<file path="src/rtl/adder_arb_pkg.sv">
// Shared types and constants for the two-port adder arbiter.
package adder_arb_pkg;

    localparam int unsigned DATA_W   = 16;
    localparam int unsigned OV_CNT_W = 8;

    typedef logic port_id_t;

    // Port 1 as the initial "last grant" makes port 0 win the first conflict.
    localparam port_id_t RR_RESET_GRANT = 1'b1;

    localparam logic [OV_CNT_W-1:0] OV_CNT_MAX = '1;

    // Registered response payload.
    typedef struct packed {
        port_id_t          id;
        logic [DATA_W-1:0] sum;
        logic              zr;
        logic              neg;
        logic              ov;
    } rsp_t;

endpackage

</file>
<file path="src/rtl/adder.sv">
// 16-bit signed saturating adder (combinational).
// Ports: a, b        operands
//        sum_c       clamped sum (7FFF / 8000 on overflow)
//        zr_c        raw wrapped sum == 0 (before clamping)
//        neg_c       sign of the clamped sum
//        ov_c        signed overflow
module adder
    import adder_arb_pkg::*;
(
    input  logic [DATA_W-1:0] a,
    input  logic [DATA_W-1:0] b,
    output logic [DATA_W-1:0] sum_c,
    output logic              zr_c,
    output logic              neg_c,
    output logic              ov_c
);

    localparam int unsigned MSB = DATA_W - 1;

    logic [DATA_W-1:0] raw_c;

    assign raw_c = a + b;

    // Same-sign operands whose raw sum flips sign have overflowed.
    assign ov_c  = (a[MSB] == b[MSB]) & (raw_c[MSB] != a[MSB]);

    always_comb begin
        sum_c = raw_c;
        if (ov_c) begin
            sum_c = a[MSB] ? {1'b1, {(DATA_W-1){1'b0}}} : {1'b0, {(DATA_W-1){1'b1}}};
        end
    end

    assign zr_c  = (raw_c == '0);
    assign neg_c = sum_c[MSB];

endmodule

</file>
<file path="src/rtl/adder_arbiter.sv">
// Shares one saturating adder between two valid/ready requesters and returns
// tagged results through a single-entry registered output stage.
// Ports: clk, rst (sync, active-high)
//        req0_* / req1_*   request handshakes and operands (rdy is combinational on vld)
//        rsp_*             registered result, flags and originating port id
//        ov_cnt            saturating count of delivered overflow results
module adder_arbiter
    import adder_arb_pkg::*;
#(
    parameter int unsigned W          = 16,
    parameter bit          FIXED_PRIO = 1'b0
) (
    input  logic                clk,
    input  logic                rst,
    input  logic                req0_vld,
    output logic                req0_rdy,
    input  logic [W-1:0]        req0_a,
    input  logic [W-1:0]        req0_b,
    input  logic                req1_vld,
    output logic                req1_rdy,
    input  logic [W-1:0]        req1_a,
    input  logic [W-1:0]        req1_b,
    output logic                rsp_vld,
    input  logic                rsp_rdy,
    output logic                rsp_id,
    output logic [W-1:0]        rsp_sum,
    output logic                rsp_zr,
    output logic                rsp_neg,
    output logic                rsp_ov,
    output logic [OV_CNT_W-1:0] ov_cnt
);

    logic              can_accept_c;
    logic              accept_c;
    logic              drain_c;
    port_id_t          winner_c;
    port_id_t          last_grant;
    rsp_t              rsp_q;
    logic [W-1:0]      op_a_c;
    logic [W-1:0]      op_b_c;
    logic [W-1:0]      sum_c;
    logic              zr_c;
    logic              neg_c;
    logic              ov_c;

    // Output stage can take a new result when empty or draining this cycle.
    assign can_accept_c = ~rst & (~rsp_vld | rsp_rdy);

    // Winner: lone requester, else fixed port 0 or the port not granted last.
    always_comb begin
        winner_c = 1'b0;
        if (req0_vld & req1_vld) begin
            winner_c = FIXED_PRIO ? 1'b0 : ~last_grant;
        end else if (req1_vld) begin
            winner_c = 1'b1;
        end
    end

    assign req0_rdy = can_accept_c & req0_vld & (winner_c == 1'b0);
    assign req1_rdy = can_accept_c & req1_vld & (winner_c == 1'b1);
    assign accept_c = req0_rdy | req1_rdy;
    assign drain_c  = rsp_vld & rsp_rdy;

    assign op_a_c = winner_c ? req1_a : req0_a;
    assign op_b_c = winner_c ? req1_b : req0_b;

    adder u_adder (
        .a     (op_a_c),
        .b     (op_b_c),
        .sum_c (sum_c),
        .zr_c  (zr_c),
        .neg_c (neg_c),
        .ov_c  (ov_c)
    );

    // Output register, grant history and overflow counter.
    always_ff @(posedge clk) begin
        if (rst) begin
            rsp_vld    <= 1'b0;
            rsp_q      <= '0;
            last_grant <= RR_RESET_GRANT;
            ov_cnt     <= '0;
        end else begin
            if (accept_c) begin
                rsp_vld    <= 1'b1;
                rsp_q      <= '{id: winner_c, sum: sum_c, zr: zr_c, neg: neg_c, ov: ov_c};
                last_grant <= winner_c;
            end else if (drain_c) begin
                rsp_vld <= 1'b0;
            end
            if (drain_c & rsp_q.ov & (ov_cnt != OV_CNT_MAX)) begin
                ov_cnt <= ov_cnt + OV_CNT_W'(1);
            end
        end
    end

    assign rsp_id  = rsp_q.id;
    assign rsp_sum = rsp_q.sum;
    assign rsp_zr  = rsp_q.zr;
    assign rsp_neg = rsp_q.neg;
    assign rsp_ov  = rsp_q.ov;

endmodule

</file>
<file path="config.mk">
export PLATFORM = sky130hd
export DESIGN_NAME = adder_arbiter
export DESIGN_NICKNAME = d
export VERILOG_FILES = /design/src/rtl/adder_arb_pkg.sv /design/src/rtl/adder.sv /design/src/rtl/adder_arbiter.sv
export SDC_FILE = /design/constraint.sdc
export NUM_CORES = 1
export LEC_CHECK = 0
export ABC_AREA = 0
export CORE_ASPECT_RATIO = 1.75
export CORE_MARGIN = 4
export CORE_UTILIZATION = 39
export DETAILED_ROUTE_END_ITERATION = 8
export GPL_TIMING_DRIVEN = 0
export PLACE_DENSITY = 0.78
export SYNTH_ARGS = -nofsm -noshare
export SYNTH_HDL_FRONTEND = slang
export SYNTH_SLANG_ARGS = --single-unit
</file>
<file path="constraint.sdc">
create_clock -name clk -period 3.69 [get_ports clk]
set_input_delay 0.369 -clock clk [delete_from_list [all_inputs] [get_ports clk]]
set_output_delay 0.369 -clock clk [all_outputs]
set_load 0.02 [all_outputs]
</file>
==> out/qor.csv, run 1 <==
stage,metric,value,unit
placed_design,Post-DP Area,0.00337,sq mm
clock_network,"CTS clk-pin slew, worst paths",0.06,ns
drt,drt pass-1 iters,4,
cells_and_area,"commonest non-fill, non-tap cell in the layout",clkdlybuf4s50_1,
global_route,all-layer global routing usage,0.180,
clock_network,Max Root-Sink Buffers,2,
critical_path,Critical Path Start Type,flip-flop,
sta,RSZ-0062 raised after global routing,false,
hold_path,Min-Delay Endpoint,last_grant,
cells_and_area,post-route design area,0.00355,sq mm
placed_design,# port buffers,99,
placed_design,post-DP HPWL,5.47,mm
synthesis,"EDFF count, synth",0,
floorplan,row count,36,
sta,Max-slew headroom,0.725,
critical_path,Worst EP required,3.92,ns
floorplan,die area,0.00721,sq mm
floorplan,Die X-Extent,65.9,microns
drt,DRC,0,
cells_and_area,most frequent cells in the layout,"clkdlybuf4s50_1, mux2_2, dfxtp_1, nor2_1, a21oi_1",
synthesis,Post-Syn Instances,270,
synthesis,asr flop ratio synth,0,
status,outcome,"finished, final reports clean",
critical_path,reg2reg end,rsp_zr,
placed_design,RD Place Congestion,0.917,
synthesis,"Seq/Total Area, Yosys",0.254,
clock_network,htree depth,2,
global_route,vias in the first global route,2323,
power,Peak VDD IR,0.157,mV
drt,Via density,5.29,
global_route,initial antenna violation count,0,
clock_network,clk root buf,clkbuf_8,
cells_and_area,fill count,484,
synthesis,Post-synth top flop,dfxtp_1,
global_route,grt ovf,0,
critical_path,Setup CP Type,reg2reg,
critical_path,Reg-to-Reg Start,last_grant,
synthesis,Yosys cell types,45,
clock_network,CTS tree,yes,
global_route,pin count of the biggest net entering global routing,11,
critical_path,"Arr. time, crit path",3.55,ns
floorplan,I/O pins,100,
synthesis,synthesized area,0.00229,sq mm
synthesis,leading area contributor after synthesis,dfxtp_1,
sta,post-route setup slack,0.371,ns
synthesis,yosys warns,0,
sta,Worst-Margin Slew,0.413,ns
sta,max frequency,0.301,GHz
clock_network,Clock Sinks,29,
critical_path,crit path launch,last_grant,
synthesis,Synth area leaders,"dfxtp_1, mux2_2, ha_1",
hold_path,hold_sp,req1_vld,
drt,initial detailed-routing violation count,89,
cells_and_area,synth-to-layout area growth,55.3,%
sta,Tcrit/Tclk final,0.899,
critical_path,cells on worst reg2reg path,15,
floorplan,placeable core area,0.00563,sq mm
cells_and_area,Inserted Diodes,0,
power,cell leakage power,0.00140,uW
floorplan,initial core utilization,0.406,
sta,Worst Clk Skew,0.00302,ns
placed_design,Placement Setup Slack,-1.03,ns
global_route,first-pass GRT wire length,10.2,mm
drt,ANT nets after route,0,
drt,total routed wirelength,6.64,mm
sta,"Hold Vio Cnt, Final",0,
critical_path,r2r setup slk,0.37,ns
hold_path,Hold Crit Class,in2reg,
synthesis,"flops & latches, synth",29,
synthesis,syn nets,356,
hold_path,Hold Path Stages,3,
run,Max-cap violations,0,
synthesis,post-synth top area share,0.254,
synthesis,syn avg cell area,8.48,sq um
power,PwrDens,324,mW/mm^2
clock_network,clock network latency to the later pin of the worst-skew pair,0.28,ns
drt,drt wl/cell,14.5,microns
floorplan,Die Y-Extent,109,microns
drt,Vias,2423,
critical_path,crit path max fanout,10,
cells_and_area,layout cells sized above 1,0.152,
cells_and_area,Total Nets Final,467,
clock_network,Hold Buf Count CTS,0,
critical_path,CP Capture Type,flip-flop,
sta,Slew Limit Fails,0,
sta,Tmin final,3.32,ns
clock_network,CTS Buf Count,5,
sta,Final Setup Violations,0,
stage by stage:
stage	total power (uW)	instances	utilization	TNS, ns	hold slack (ns)
after CTS	1140	454	0.624	0	0.511
after detailed placement	878	445	0.599	-15.43	0.498
after global placement	874	445	0.599	-14.51	0.480
after global routing	1210	458	0.631	0	0.546
final	1150	458	0.631	0	0.471
after floorplan	689	270	-	0	0.442
power breakdown:
part	switching, uW	internal [uW]
clock network	119	134
logic	266	281
registers	14.6	337
per-layer routing:
metal | vias to the layer above | part of all wire | GRT usage
met5 | - | 0 | 0
met4 | 0 | 0.026 | 0.0846
met3 | 13 | 0.051 | 0.0276
met2 | 76 | 0.58 | 0.361
met1 | 1129 | 0.34 | 0.171
li1 | 1205 | - | -
critical path: stages (launching register included):
cell and delay, ns:
dfxtp_1 0.34, a21boi_4 0.19, buf_8 0.16, buf_6 0.15, mux2_2 0.34, ha_1 0.22
inv_1 0.07, fa_1 0.21, nor2b_1 0.08, o2111ai_2 0.28, a311oi_2 0.18, o31ai_2 0.31
a21boi_1 0.12, or3_1 0.33, a21oi_1 0.16, a21o_1 0.12
worst max-delay path by stage:
stage	end	cells after the start	slack [ns]
2_1_floorplan	rsp_zr	15	0.15
3_3_place_gp	rsp_zr	16	-0.95
3_5_place_dp	rsp_zr	16	-1.03
4_1_cts	rsp_sum[13]	15	0.002
5_1_grt	rsp_zr	15	0.18
6_report	rsp_zr	15	0.37
cell type report:
| cell class | count | area (sq um) | share of cell area |
|---|---|---|---|
| inverter | 6 | 22.5 | 0.00634 |
| buffer | 11 | 90.1 | 0.0253 |
| clock buffer | 8 | 80.1 | 0.0225 |
| sequential | 29 | 581 | 0.163 |
| timing repair buffer | 104 | 1030 | 0.291 |
| multi-input combinational | 224 | 1650 | 0.465 |
| tap | 76 | 95.1 | 0.0268 |
synthesized netlist by cell type (2+ instances only):
cell type	count
o21a_1	7
nand3_1	6
a21o_1	5
ha_1	16
xnor2_1	10
or3_1	4
nand2_1	12
a21boi_1	2
o221a_1	2
buf_6	2
nor2_1	28
a211oi_1	2
nand2b_1	3
a31oi_1	4
o21ai_1	3
nor2b_1	2
xor2_1	9
inv_1	6
o21ai_0	20
a21oi_1	29
mux2_2	30
clkbuf_1	8
dfxtp_1	29
nor3_1	4
nand4_1	5
and3_1	3
flip-flops by register name, indices dropped and copies added (netlist names):
name / cells
rsp_sum: 16
ov_cnt: 8
last_grant: 1
rsp_id: 1
rsp_ov: 1
rsp_vld: 1
rsp_zr: 1
logic make-up (layout without fill, tap and decap cells):
| group | Yosys count | in the layout | synth area share |
|---|---|---|---|
| flops | 29 | 29 | 0.254 |
| compound gates | 85 | 85 | 0.240 |
| xor+xnor | 19 | 19 | 0.0727 |
| fa+ha+maj | 17 | 17 | 0.0962 |
| mux | 31 | 31 | 0.152 |
| simple gates | 72 | 72 | 0.149 |
| buf+inv | 17 | 129 | 0.0361 |
timing repair:
action | CTS | global route
buffers inserted | 1 | 4
resized for setup | 14 | 5
pin swaps | 1 | 3
endpoints found under the setup margin | 18 | 17
Power figures use the tool's default switching activity.
==> inputs of run 2 (changes only) <==
--- a/config.mk
+++ b/config.mk
@@ -10,7 +10,6 @@
 export CORE_MARGIN = 4
 export CORE_UTILIZATION = 39
 export DETAILED_ROUTE_END_ITERATION = 8
-export GPL_TIMING_DRIVEN = 0
 export PLACE_DENSITY = 0.78
 export SYNTH_ARGS = -nofsm -noshare
 export SYNTH_HDL_FRONTEND = slang
==> run 2 against run 1 <==
Against the previous run:
- final cell count decreased by 0.22%
- critical endpoint unchanged
- largest cell class unchanged
- setup slack got worse by 0.20 ns
- die area did not move
- critical path type is now in2reg
==> out/qor.csv, run 2 (synthesis results as in run 1) <==
stage,metric,value,unit,change
drt,drt pass-1 iters,4,,unchanged
critical_path,"Arr. time, crit path",3.74,ns,was 3.55 ns
critical_path,CP Capture Type,flip-flop,,unchanged
placed_design,Placed Cells incl. Taps,450,,was 445
clock_network,cts repair resizes,0,,was 14
drt,initial detailed-routing violation count,102,,was 89
global_route,met3 Use GR,0.0256,,was 0.0276
floorplan,row count,36,,unchanged
cells_and_area,most frequent cells in the layout,"clkdlybuf4s50_1, mux2_2, a21oi_1, dfxtp_1, nor2_1",,"was clkdlybuf4s50_1, mux2_2, dfxtp_1, nor2_1, a21oi_1"
drt,Vias,2440,,was 2423
placed_design,RD Place Congestion,0.922,,was 0.917
sta,Worst-Margin Slew,0.564,ns,was 0.413 ns
power,PwrDens,326,mW/mm^2,was 324 mW/mm^2
critical_path,cells on worst reg2reg path,13,,was 15
floorplan,placeable core area,0.00563,sq mm,unchanged
critical_path,reg2reg end,rsp_zr,,unchanged
sta,Tmin final,3.52,ns,was 3.32 ns
power,Pwr Total,1160,uW,was 1150 uW
drt,DRC,0,,unchanged
clock_network,Max Root-Sink Buffers,2,,unchanged
status,outcome,"finished, final reports clean",,unchanged
clock_network,Clock Sinks,29,,unchanged
cells_and_area,post-route design area,0.00356,sq mm,was 0.00355 sq mm
floorplan,initial core utilization,0.406,,unchanged
critical_path,r2r setup slk,0.44,ns,was 0.37 ns
drt,ANT nets after route,0,,unchanged
hold_path,hold_sp,rsp_id,,was req1_vld
hold_path,Hold Path Stages,2,,was 3
cells_and_area,Inserted Diodes,0,,unchanged
sta,hold slack final,0.500,ns,was 0.471 ns
hold_path,Hold Crit Class,reg2reg,,was in2reg
clock_network,Post CTS Setup Buffer Count,0,,was 1
placed_design,# port buffers,99,,unchanged
sta,RSZ-0062 raised after global routing,false,,unchanged
sta,Tcrit/Tclk final,0.954,,was 0.899
cells_and_area,Finished Layout Cells,457,,was 458
cells_and_area,max reg flops,16,,unchanged
hold_path,Min-Delay Endpoint,rsp_id,,was last_grant
placed_design,Post-DP Area,0.00347,sq mm,was 0.00337 sq mm
sta,max frequency,0.284,GHz,was 0.301 GHz
global_route,pin count of the biggest net entering global routing,24,,was 11
critical_path,Worst EP required,3.91,ns,was 3.92 ns
global_route,first-pass GRT wire length,10.3,mm,was 10.2 mm
cells_and_area,"commonest non-fill, non-tap cell in the layout",clkdlybuf4s50_1,,unchanged
global_route,initial antenna violation count,0,,unchanged
clock_network,clk root buf,clkbuf_8,,unchanged
placed_design,post-DP HPWL,5.51,mm,was 5.47 mm
floorplan,Die X-Extent,65.9,microns,unchanged
power,cell leakage power,0.00140,uW,about the same
global_route,grt peak-use layer,met2,,unchanged
critical_path,Reg-to-Reg Start,last_grant,,unchanged
clock_network,htree depth,2,,unchanged
floorplan,Die Y-Extent,109,microns,unchanged
floorplan,I/O pins,100,,unchanged
run,Max-cap violations,0,,unchanged
cells_and_area,fill count,502,,was 484
clock_network,CTS tree,yes,,unchanged
cells_and_area,synth-to-layout area growth,55.4,%,was 55.3%
global_route,met2 Use GR,0.383,,was 0.361
drt,drt wl/cell,14.3,microns,was 14.5 microns
drt,Via density,5.34,,was 5.29
global_route,vias in the first global route,2456,,was 2323
power,Peak VDD IR,0.166,mV,was 0.157 mV
cells_and_area,multi-input gate area in the final layout,0.00164,sq mm,was 0.00165 sq mm
sta,"Hold Vio Cnt, Final",0,,unchanged
floorplan,die area,0.00721,sq mm,unchanged
cells_and_area,Reg area,581,sq um,unchanged
clock_network,Hold Buf Count CTS,0,,unchanged
cells_and_area,Total Nets Final,467,,unchanged
critical_path,Setup CP Type,in2reg,,was reg2reg
clock_network,CTS Buf Count,5,,unchanged
sta,Slew Limit Fails,0,,unchanged
critical_path,crit path max fanout,21,,was 10
clock_network,clock network latency to the later pin of the worst-skew pair,0.27,ns,was 0.28 ns
cells_and_area,layout cells sized above 1,0.157,,was 0.152
clock_network,"CTS clk-pin slew, worst paths",0.06,ns,about the same
global_route,grt ovf,0,,unchanged
sta,Max-slew headroom,0.623,,was 0.725
global_route,all-layer global routing usage,0.181,,was 0.180
global_route,GR Layer Usage met1,0.160,,was 0.171
drt,total routed wirelength,6.54,mm,was 6.64 mm
critical_path,Critical Path Start Type,primary input,,was flip-flop
sta,Final Setup Violations,0,,unchanged
sta,Worst Clk Skew,0.00246,ns,was 0.00302 ns
==> run 2: routing by layer <==
metal / vias up / part of all wire
met1: 1138 / 0.33
met5: - / 0
met4: 0 / 0.027
met3: 17 / 0.049
li1: 1208 / -
met2: 77 / 0.60
==> run 2: power breakdown <==
group	total (uW)	switching, uW	leakage (uW)	internal, uW
Clock	256	108	0.0000443	147
Sequential	352	14.9	0.000238	337
Combinational	552	264	0.00112	288
==> run 2: how the worst max path moves through the flow <==
stage	start	endpoint	slack [ns]	depth (start not counted)
floorplan	req1_vld	rsp_zr	0.15	15
global placement	req1_vld	rsp_zr	-0.04	16
detailed placement	req1_vld	rsp_zr	-0.08	14
CTS	req1_vld	rsp_zr	0.18	14
global route	req1_vld	rsp_sum[8]	0.002	12
finish	req1_vld	rsp_zr	0.17	14
==> run 2: layout make-up <==
type,count,area share
Inverter,6,0.00633
Sequential cell,29,0.163
Multi-Input combinational cell,224,0.460
Clock buffer,7,0.0243
Tap cell,76,0.0267
Timing Repair Buffer,115,0.319
==> run 2: critical path, stage by stage <==
cell             delay (ns)
clkdlybuf4s50_1        0.48
a21boi_4               0.22
buf_12                 0.18
buf_12                 0.16
mux2_2                 0.34
ha_1                   0.24
a21o_1                 0.18
a21oi_1                0.34
o21ai_0                0.19
o31ai_2                0.30
a21boi_1               0.12
or3_1                  0.33
a21oi_1                0.16
a21o_1                 0.13
==> run 2: per-stage QoR <==
step	util	TNS [ns]	worst slack [ns]
floorplan	-	0	0.150
global route	0.632	0	0.00171
CTS	0.632	0	0.182
detailed placement	0.616	-0.162	-0.0841
global placement	0.616	-0.0398	-0.0398
finish	0.632	0	0.170
